File: config.mk
export PLATFORM = sky130hd
export DESIGN_NAME = uart_recv
export DESIGN_NICKNAME = d
export VERILOG_FILES = /design/src/rtl/uart_recv.sv
export SDC_FILE = /design/constraint.sdc
export NUM_CORES = 1
export LEC_CHECK = 0
export BUFFER_PORTS_ARGS = -buffer_cell sky130_fd_sc_hd__buf_2
export CAP_MARGIN = 25
export CORE_MARGIN = 2
export CORE_UTILIZATION = 45
export DETAILED_ROUTE_END_ITERATION = 10
export GPL_TIMING_DRIVEN = 0
export PLACE_DENSITY = 0.64
export SYNTH_ARGS = -nofsm -noshare
export SYNTH_HDL_FRONTEND = slang
export SYNTH_SLANG_ARGS = --single-unit
export TNS_END_PERCENT = 100
File: constraint.sdc
create_clock -name clk -period 2.4 [get_ports clk]
set_input_delay 0.36 -clock clk [delete_from_list [all_inputs] [get_ports clk]]
set_output_delay 0.36 -clock clk [all_outputs]
set_load 0.01 [all_outputs]
File: src/rtl/uart_recv.sv
// 8N1 serial receiver: synchronises rx, validates the start bit at mid-bit, samples each bit at its centre.
// Define UART_RECV_PARITY_EN to expect one even-parity bit after the data bits.
module uart_recv #(
  parameter int BAUD_RATE       = 9600,
  parameter int CLOCK_SPEED_MHZ = 100
) (
  input  logic       clk,
  input  logic       rst_n,
  input  logic       rx,
  output logic [7:0] data_out,
  output logic       data_valid,
  output logic       frame_err,
  output logic       parity_err,
  output logic       busy
);

  // Rounded to nearest so the bit period matches uart_send built with the same parameters.
  localparam int          CYCLES_WAIT = (CLOCK_SPEED_MHZ * 1000000 + BAUD_RATE / 2) / BAUD_RATE;
  localparam logic [15:0] CNT_FULL    = 16'(CYCLES_WAIT);
  localparam logic [15:0] CNT_HALF    = 16'(CYCLES_WAIT / 2);

  typedef enum logic [2:0] {
    IDLE,
    START,
    DATA,
`ifdef UART_RECV_PARITY_EN
    PARITY,
`endif
    STOP
  } state_t;

  state_t      state_q, state_d;
  logic        rx_meta_q, rx_sync_q, rx_prev_q;
  logic [15:0] cnt_q, cnt_d;
  logic [2:0]  bit_idx_q, bit_idx_d;
  logic [7:0]  shift_q, shift_d;
  logic [7:0]  data_out_q, data_out_d;
  logic        data_valid_q, data_valid_d;
  logic        frame_err_q, frame_err_d;
`ifdef UART_RECV_PARITY_EN
  logic        par_err_q, par_err_d;
  logic        parity_err_q, parity_err_d;
`endif

  always_comb begin
    state_d      = state_q;
    cnt_d        = cnt_q + 16'd1;
    bit_idx_d    = bit_idx_q;
    shift_d      = shift_q;
    data_out_d   = data_out_q;
    data_valid_d = 1'b0;
    frame_err_d  = 1'b0;
`ifdef UART_RECV_PARITY_EN
    par_err_d    = par_err_q;
    parity_err_d = 1'b0;
`endif
    unique case (state_q)
      IDLE: begin
        cnt_d = '0;
        if (rx_prev_q && !rx_sync_q) begin
          state_d = START;
`ifdef UART_RECV_PARITY_EN
          par_err_d = 1'b0;
`endif
        end
      end
      START: begin
        if (cnt_q == CNT_HALF) begin
          cnt_d     = '0;
          bit_idx_d = '0;
          state_d   = rx_sync_q ? IDLE : DATA;
        end
      end
      DATA: begin
        if (cnt_q == CNT_FULL) begin
          cnt_d   = '0;
          shift_d = {rx_sync_q, shift_q[7:1]};
          if (bit_idx_q == 3'd7) begin
`ifdef UART_RECV_PARITY_EN
            state_d = PARITY;
`else
            state_d = STOP;
`endif
          end else begin
            bit_idx_d = bit_idx_q + 3'd1;
          end
        end
      end
`ifdef UART_RECV_PARITY_EN
      PARITY: begin
        if (cnt_q == CNT_FULL) begin
          cnt_d     = '0;
          par_err_d = ^{shift_q, rx_sync_q};
          state_d   = STOP;
        end
      end
`endif
      STOP: begin
        // Leave at mid-stop-bit so a back-to-back start edge is not missed.
        if (cnt_q == CNT_FULL) begin
          cnt_d   = '0;
          state_d = IDLE;
          if (rx_sync_q) begin
            data_out_d   = shift_q;
            data_valid_d = 1'b1;
`ifdef UART_RECV_PARITY_EN
            parity_err_d = par_err_q;
`endif
          end else begin
            frame_err_d = 1'b1;
          end
        end
      end
      default: state_d = IDLE;
    endcase
  end

  always_ff @(posedge clk or negedge rst_n) begin
    if (!rst_n) begin
      rx_meta_q    <= 1'b1;
      rx_sync_q    <= 1'b1;
      rx_prev_q    <= 1'b1;
      state_q      <= IDLE;
      cnt_q        <= '0;
      bit_idx_q    <= '0;
      shift_q      <= '0;
      data_out_q   <= '0;
      data_valid_q <= 1'b0;
      frame_err_q  <= 1'b0;
`ifdef UART_RECV_PARITY_EN
      par_err_q    <= 1'b0;
      parity_err_q <= 1'b0;
`endif
    end else begin
      rx_meta_q    <= rx;
      rx_sync_q    <= rx_meta_q;
      rx_prev_q    <= rx_sync_q;
      state_q      <= state_d;
      cnt_q        <= cnt_d;
      bit_idx_q    <= bit_idx_d;
      shift_q      <= shift_d;
      data_out_q   <= data_out_d;
      data_valid_q <= data_valid_d;
      frame_err_q  <= frame_err_d;
`ifdef UART_RECV_PARITY_EN
      par_err_q    <= par_err_d;
      parity_err_q <= parity_err_d;
`endif
    end
  end

  assign data_out   = data_out_q;
  assign data_valid = data_valid_q;
  assign frame_err  = frame_err_q;
  assign busy       = (state_q != IDLE);
`ifdef UART_RECV_PARITY_EN
  assign parity_err = parity_err_q;
`else
  assign parity_err = 1'b0;
`endif

endmodule

-- After elaboration in Yosys (flattened, before gate mapping)
Index checks and enable logic that the tools add are counted.
W data, S select, Z words.
- word-level logic and storage cells: 54
- bits of input ports: 3
- output and inout port bits: 12
- register bits: 43
- equal/unequal tests: 12
- muxes and demuxes: 20
- $add $sub $neg: 2
- reductions and logical operators: 10
- operator list (cell ; count):
    $pmux W16 S3 ; 1
    $mux W16 ; 2
    $mux W3 ; 8
    $add A16 B1 Y16 const B ; 1
    $eq A16 B13 Y1 const B ; 1
    $eq A16 B14 Y1 const B ; 1
    $ne A2 B2 Y1 const B ; 6
    $pmux W3 S4 ; 1
    $eq A3 B2 Y1 const B ; 2
    $mux W1 ; 6
    $pmux W3 S2 ; 1
    $reduce_and A5 Y1 ; 1
    $reduce_and A4 Y1 ; 1
    $add A3 B1 Y3 const B ; 1
    $eq A3 B1 Y1 const B ; 1
    $eq A3 B3 Y1 const B ; 1
    $logic_not A3 Y1 ; 1
    $reduce_and A3 Y1 ; 1
    $reduce_bool A3 Y1 ; 1
    $mux W2 ; 1
    $reduce_and A2 Y1 ; 1
    $reduce_bool A2 Y1 ; 1
    $reduce_or A2 Y1 ; 1
    $logic_and A1 B1 Y1 ; 1
    $logic_not A1 Y1 ; 1

-- Depth between registers and ports, before layout
- depth after elaboration: 4
- gate-level depth with buffers: 8

-- Worst setup path after synthesis
Ideal clock, no wire load.
- kind: reg2reg
- start point: register cnt_q[0]
- end point: register bit_idx_q[0]
- stages on the path, launching flop included: 8
- setup time: 0.128 ns
- arrival time: 1.987 ns
- period minus slack after synthesis: 2.115 ns
- data required time: 2.272 ns
- setup slack: 0.285 ns
- cell sequence: dfrtp_1 > inv_1 > ha_1 > or4b_1 > nor4_1 > nand3b_1 > o31a_1 > mux2_1
- cells in the longest elaborated chain, start to end: 3
- RTL lines (item ; line ; RTL):
    start: declaration ; 34 ; logic [15:0] cnt_q, cnt_d;
    start signal: assignment ; 139 ; cnt_q <= cnt_d;
    $eq A16 B14 Y1 or $eq A16 B13 Y1 (tied branches) ; 75, 68 ;
    $ne A2 B2 Y1 (no line) ; n/a ;
    $reduce_and A4 Y1 (no line) (*) ; n/a ;
    end signal: assignment ; 140 ; bit_idx_q <= bit_idx_d;
    end: declaration ; 35 ; logic [2:0] bit_idx_q, bit_idx_d;
Mark *: on every way between the ends. The rest lies on a longest branch, timed or not.
A chain may end at the register's enable or synchronous reset.

-- Worst setup path in the final report
- start point: register cnt_q[2]
- end point: register data_out_q[2] (netlist: data_out[2])
- cells in the longest elaborated chain, start to end: 2
- RTL lines (item ; line ; RTL):
    $eq A16 B14 Y1 ; 100 ; if (cnt_q == CNT_FULL) begin
    $reduce_and A3 Y1 (no line) ; n/a ;
    end signal: assignment ; 142 ; data_out_q <= data_out_d;
    end: declaration ; 37 ; logic [7:0] data_out_q, data_out_d;
No other way between the ends.

==> results.txt <==
----------------------------------------------------
[Run status]
  Status ... finished, final reports clean

[Synth]
  Register bit total from synthesis ... 42
  Count of warnings emitted by yosys ... 0
  Post-Synthesis Net Count ... 164
  Number of flops mapped to enable cells by yosys ... 0
  Unique cell type count in the Yosys netlist ... 37
  Asr flop ratio synth ... 100%
  Count of mapped cells out of synthesis ... 156
  Mean post-synth cell area ... 12.2 sq um
  Sequential share of the synthesized area ... 55.6%
  Summed instance area of the synthesized netlist ... 1900 sq um
  Primary flip-flop cell chosen by synthesis mapping ... dfrtp_1

[Timing]
  Setup slack of the critical path after layout ... 0.119 ns
  Clk_skew ... 0.00586 ns
  Hold Slack ... 0.163 ns
  RSZ-0062 raised after global routing ... no
  Slew margin rel. ... 41.5%
  Max Clock Freq ... 439 MHz
  Slew at the pin closest to its max-slew limit ... 0.877 ns
  Final setup vio count ... 0
  Final sum of negative setup slack ... 0 ns
  Final number of hold-violating endpoints ... 0
  Post-layout minimum cycle time ... 2.28 ns
  Period utilization ... 95.0%
  Max-slew violation count ... 0

[Clocking]
  H-tree levels ... 2
  Max Root-Sink Buffers ... 2
  Hold bufs inserted after CTS ... 0
  Sink count of the clock tree ... 42
  TritonCTS buffer count ... 5
  Clock Root Buffer ... clkbuf_8
  Clock latency reported for the late side of the worst-skew pair ... 0.29 ns
  Clock slew at the register clock pins of the worst setup and hold paths ... 0.08 ns
  Clock tree from TritonCTS ... yes

[Critical path]
  Critical path start-end classification ... register to register
  WP buf/inv ... 0
  Slowest cell on the critical path ... dfrtp_1
  Cells along the critical path ... or3_4 > nor4_4 > nand3_4 > nor3_4 > mux2_2
  Critical Path RT ... 2.58 ns
  Slowest stage delay, CP ... 0.45 ns
  Largest fanout of any net on the critical path ... 9
  Start of the worst register-to-register path ... cnt_q[2]
  Data arrival time at the worst-slack endpoint ... 2.46 ns
  Endpoint type of the worst setup path ... register
  CP top delay family ... simple AND/OR/NAND/NOR gates
  CP startpoint kind ... register
  Worst setup path startpoint ... cnt_q[2]

[Power and ir drop]
  Maximum ir drop on the vdd rail ... 0.000575 V
  Design Power ... 1.49 mW
  Power per Cell Area ... 698 nW/um^2
  Leakage power ... 1.06 nW

[Hold path]
  Tightest Hold Check Type ... input pin to register
  Hold wc startpoint ... rx

[Route]
  Via/cell ratio ... 5.25
  Remaining DRCs ... 0
  Initial DRC count ... 48
  Detail Route Antenna Nets ... 0
  Wirelength per Cell ... 14.2 microns
  Drt total wl ... 3230 microns
  Number of vias after detailed routing ... 1,196
  First-pass DRT Iterations ... 4

[GRT]
  Global route total overflow ... 0
  First-pass GRT wire length ... 5260 microns
  Pin count of the biggest net entering global routing ... 43
  Vias in the first global route ... 1,098
  Number of antenna violations at the first check in global routing ... 0
  Total GRT Usage ... 15.7%

[Layout]
  Total Nets Final ... 185
  Post-Route Utilization ... 52.9%
  Multi-input gate area in the final layout ... 817 sq um
  Ant. Diodes ... 0
  Top library cells by usage in the layout, fill and taps aside ... 39 x dfrtp_1, 21 x nor2_1, 14 x buf_2, 14 x mux2_2, 11 x xor2_1
  Layout cell share with drive strength beyond 1 ... 27.0%
  Number of fill cells in the layout ... 360
  Reg area ... 1050 sq um
  Commonest non-fill, non-tap cell in the layout ... dfrtp_1
  Layout-stage area growth over the synthesis result ... 12.5%

[Die]
  Starting density of the core ... 47.0%
  Core footprint ... 4030 sq um
  Die X ... 68.9 microns
  Die Y-Extent ... 68.9 microns
  Row cnt ... 23
  Number of ports placed on the die boundary ... 15
  Area enclosed by the die boundary ... 4750 sq um

[Run]
  Maxcap violations ... 0

[Placement]
  Port Buffers ... 13
  Worst slack after detailed placement ... -0.203 ns
  Routability-driven placement congestion ratio ... 0.783
  Detail Placement HPWL ... 2260 microns

----------------------------------------------------
## area by class of cell
class | instances | area share, %
inverter | 7 | 1.23
clock buffer | 6 | 3.40
sequential | 42 | 49.5
clock inverter | 2 | 0.646
tap | 50 | 2.93
timing repair buffer | 14 | 3.40
buffer | 2 | 0.587
multi-input combinational | 105 | 38.3
## worst register-to-register path: stages, from the launching register on
cell     delay [ns]
dfrtp_1        0.45
or3_4          0.45
nor4_4         0.27
nand3_4        0.18
nor3_4         0.44
mux2_2         0.39
## timing repair
| action | in CTS | in global routing |
|---|---|---|
| resized for setup | 1 | 1 |
| setup endpoints to repair | 11 | 1 |
| gates cloned | 0 | 0 |
| buffers inserted | 1 | 0 |
## report_power, final
part	switching [mW]	internal [mW]
Sequential	0.0815	0.767
Clock	0.234	0.205
Combinational	0.108	0.0930
## cell usage after synthesis, types with 3 or more instances
cell type | number | share of area [%]
dfrtp_1 | 39 | 51
dfstp_2 | 3 | 4.2
ha_1 | 5 | 3.3
inv_1 | 7 | 1.4
mux2_1 | 3 | 1.8
mux2_2 | 14 | 8.3
mux2i_1 | 3 | 1.6
nand2_1 | 10 | 2.0
nand3_1 | 5 | 1.3
nand4_1 | 3 | 0.99
nor2_1 | 21 | 4.2
xnor2_1 | 3 | 1.4
xor2_1 | 11 | 5.1
## final timing paths
path / cells after the start / endpoint / slack, ns
max reg2reg: 5 / data_out[2] / 0.12
max: 5 / data_out[2] / 0.12
min in group asynchronous: 1 / cnt_q[7] / 0.18
min: 1 / rx_meta_q / 0.16
min reg2reg: 0 / rx_sync_q / 0.36
max in group asynchronous: 1 / data_out[1] / 1.66
## logic make-up (layout without fill, tap and decap cells)
| group | after synthesis | count (layout) | synth area share, % |
|---|---|---|---|
| AND/OR/NAND/NOR | 60 | 60 | 18.7 |
| flip-flops | 42 | 42 | 55.6 |
| multiplexers | 20 | 20 | 11.7 |
| XOR/XNOR | 14 | 14 | 6.47 |
| buffers and inverters | 9 | 31 | 2.05 |
| adder cells (fa/ha/maj) | 5 | 5 | 3.30 |
| AO/OA/AOI/OAI | 5 | 5 | 1.91 |
| other | 1 | 1 | 0.198 |
## per-layer routing
| layer | global-route usage [%] | routed length [microns] |
|---|---|---|
| met1 | 21.4 | 1440 |
| met2 | 22.6 | 1590 |
| met3 | 5.52 | 158 |
| met4 | 6.62 | 43 |
| met5 | 0 | 0 |
## sequential cells by signal, indices dropped and copies added, names as in the netlist
name / cells
cnt_q: 16
data_out: 8
shift_q: 8
bit_idx_q: 3
state_q: 2
data_valid: 1
frame_err: 1
rx_meta_q: 1
rx_prev_q: 1
rx_sync_q: 1
## per-stage QoR
step | cell area [sq um] | cells
CTS | 2120 | 228
global route | 2130 | 228
global placement | 2020 | 219
floorplan | 1900 | 156
finish | 2130 | 228
detailed placement | 2020 | 219
Power figures use the tool's default switching activity.
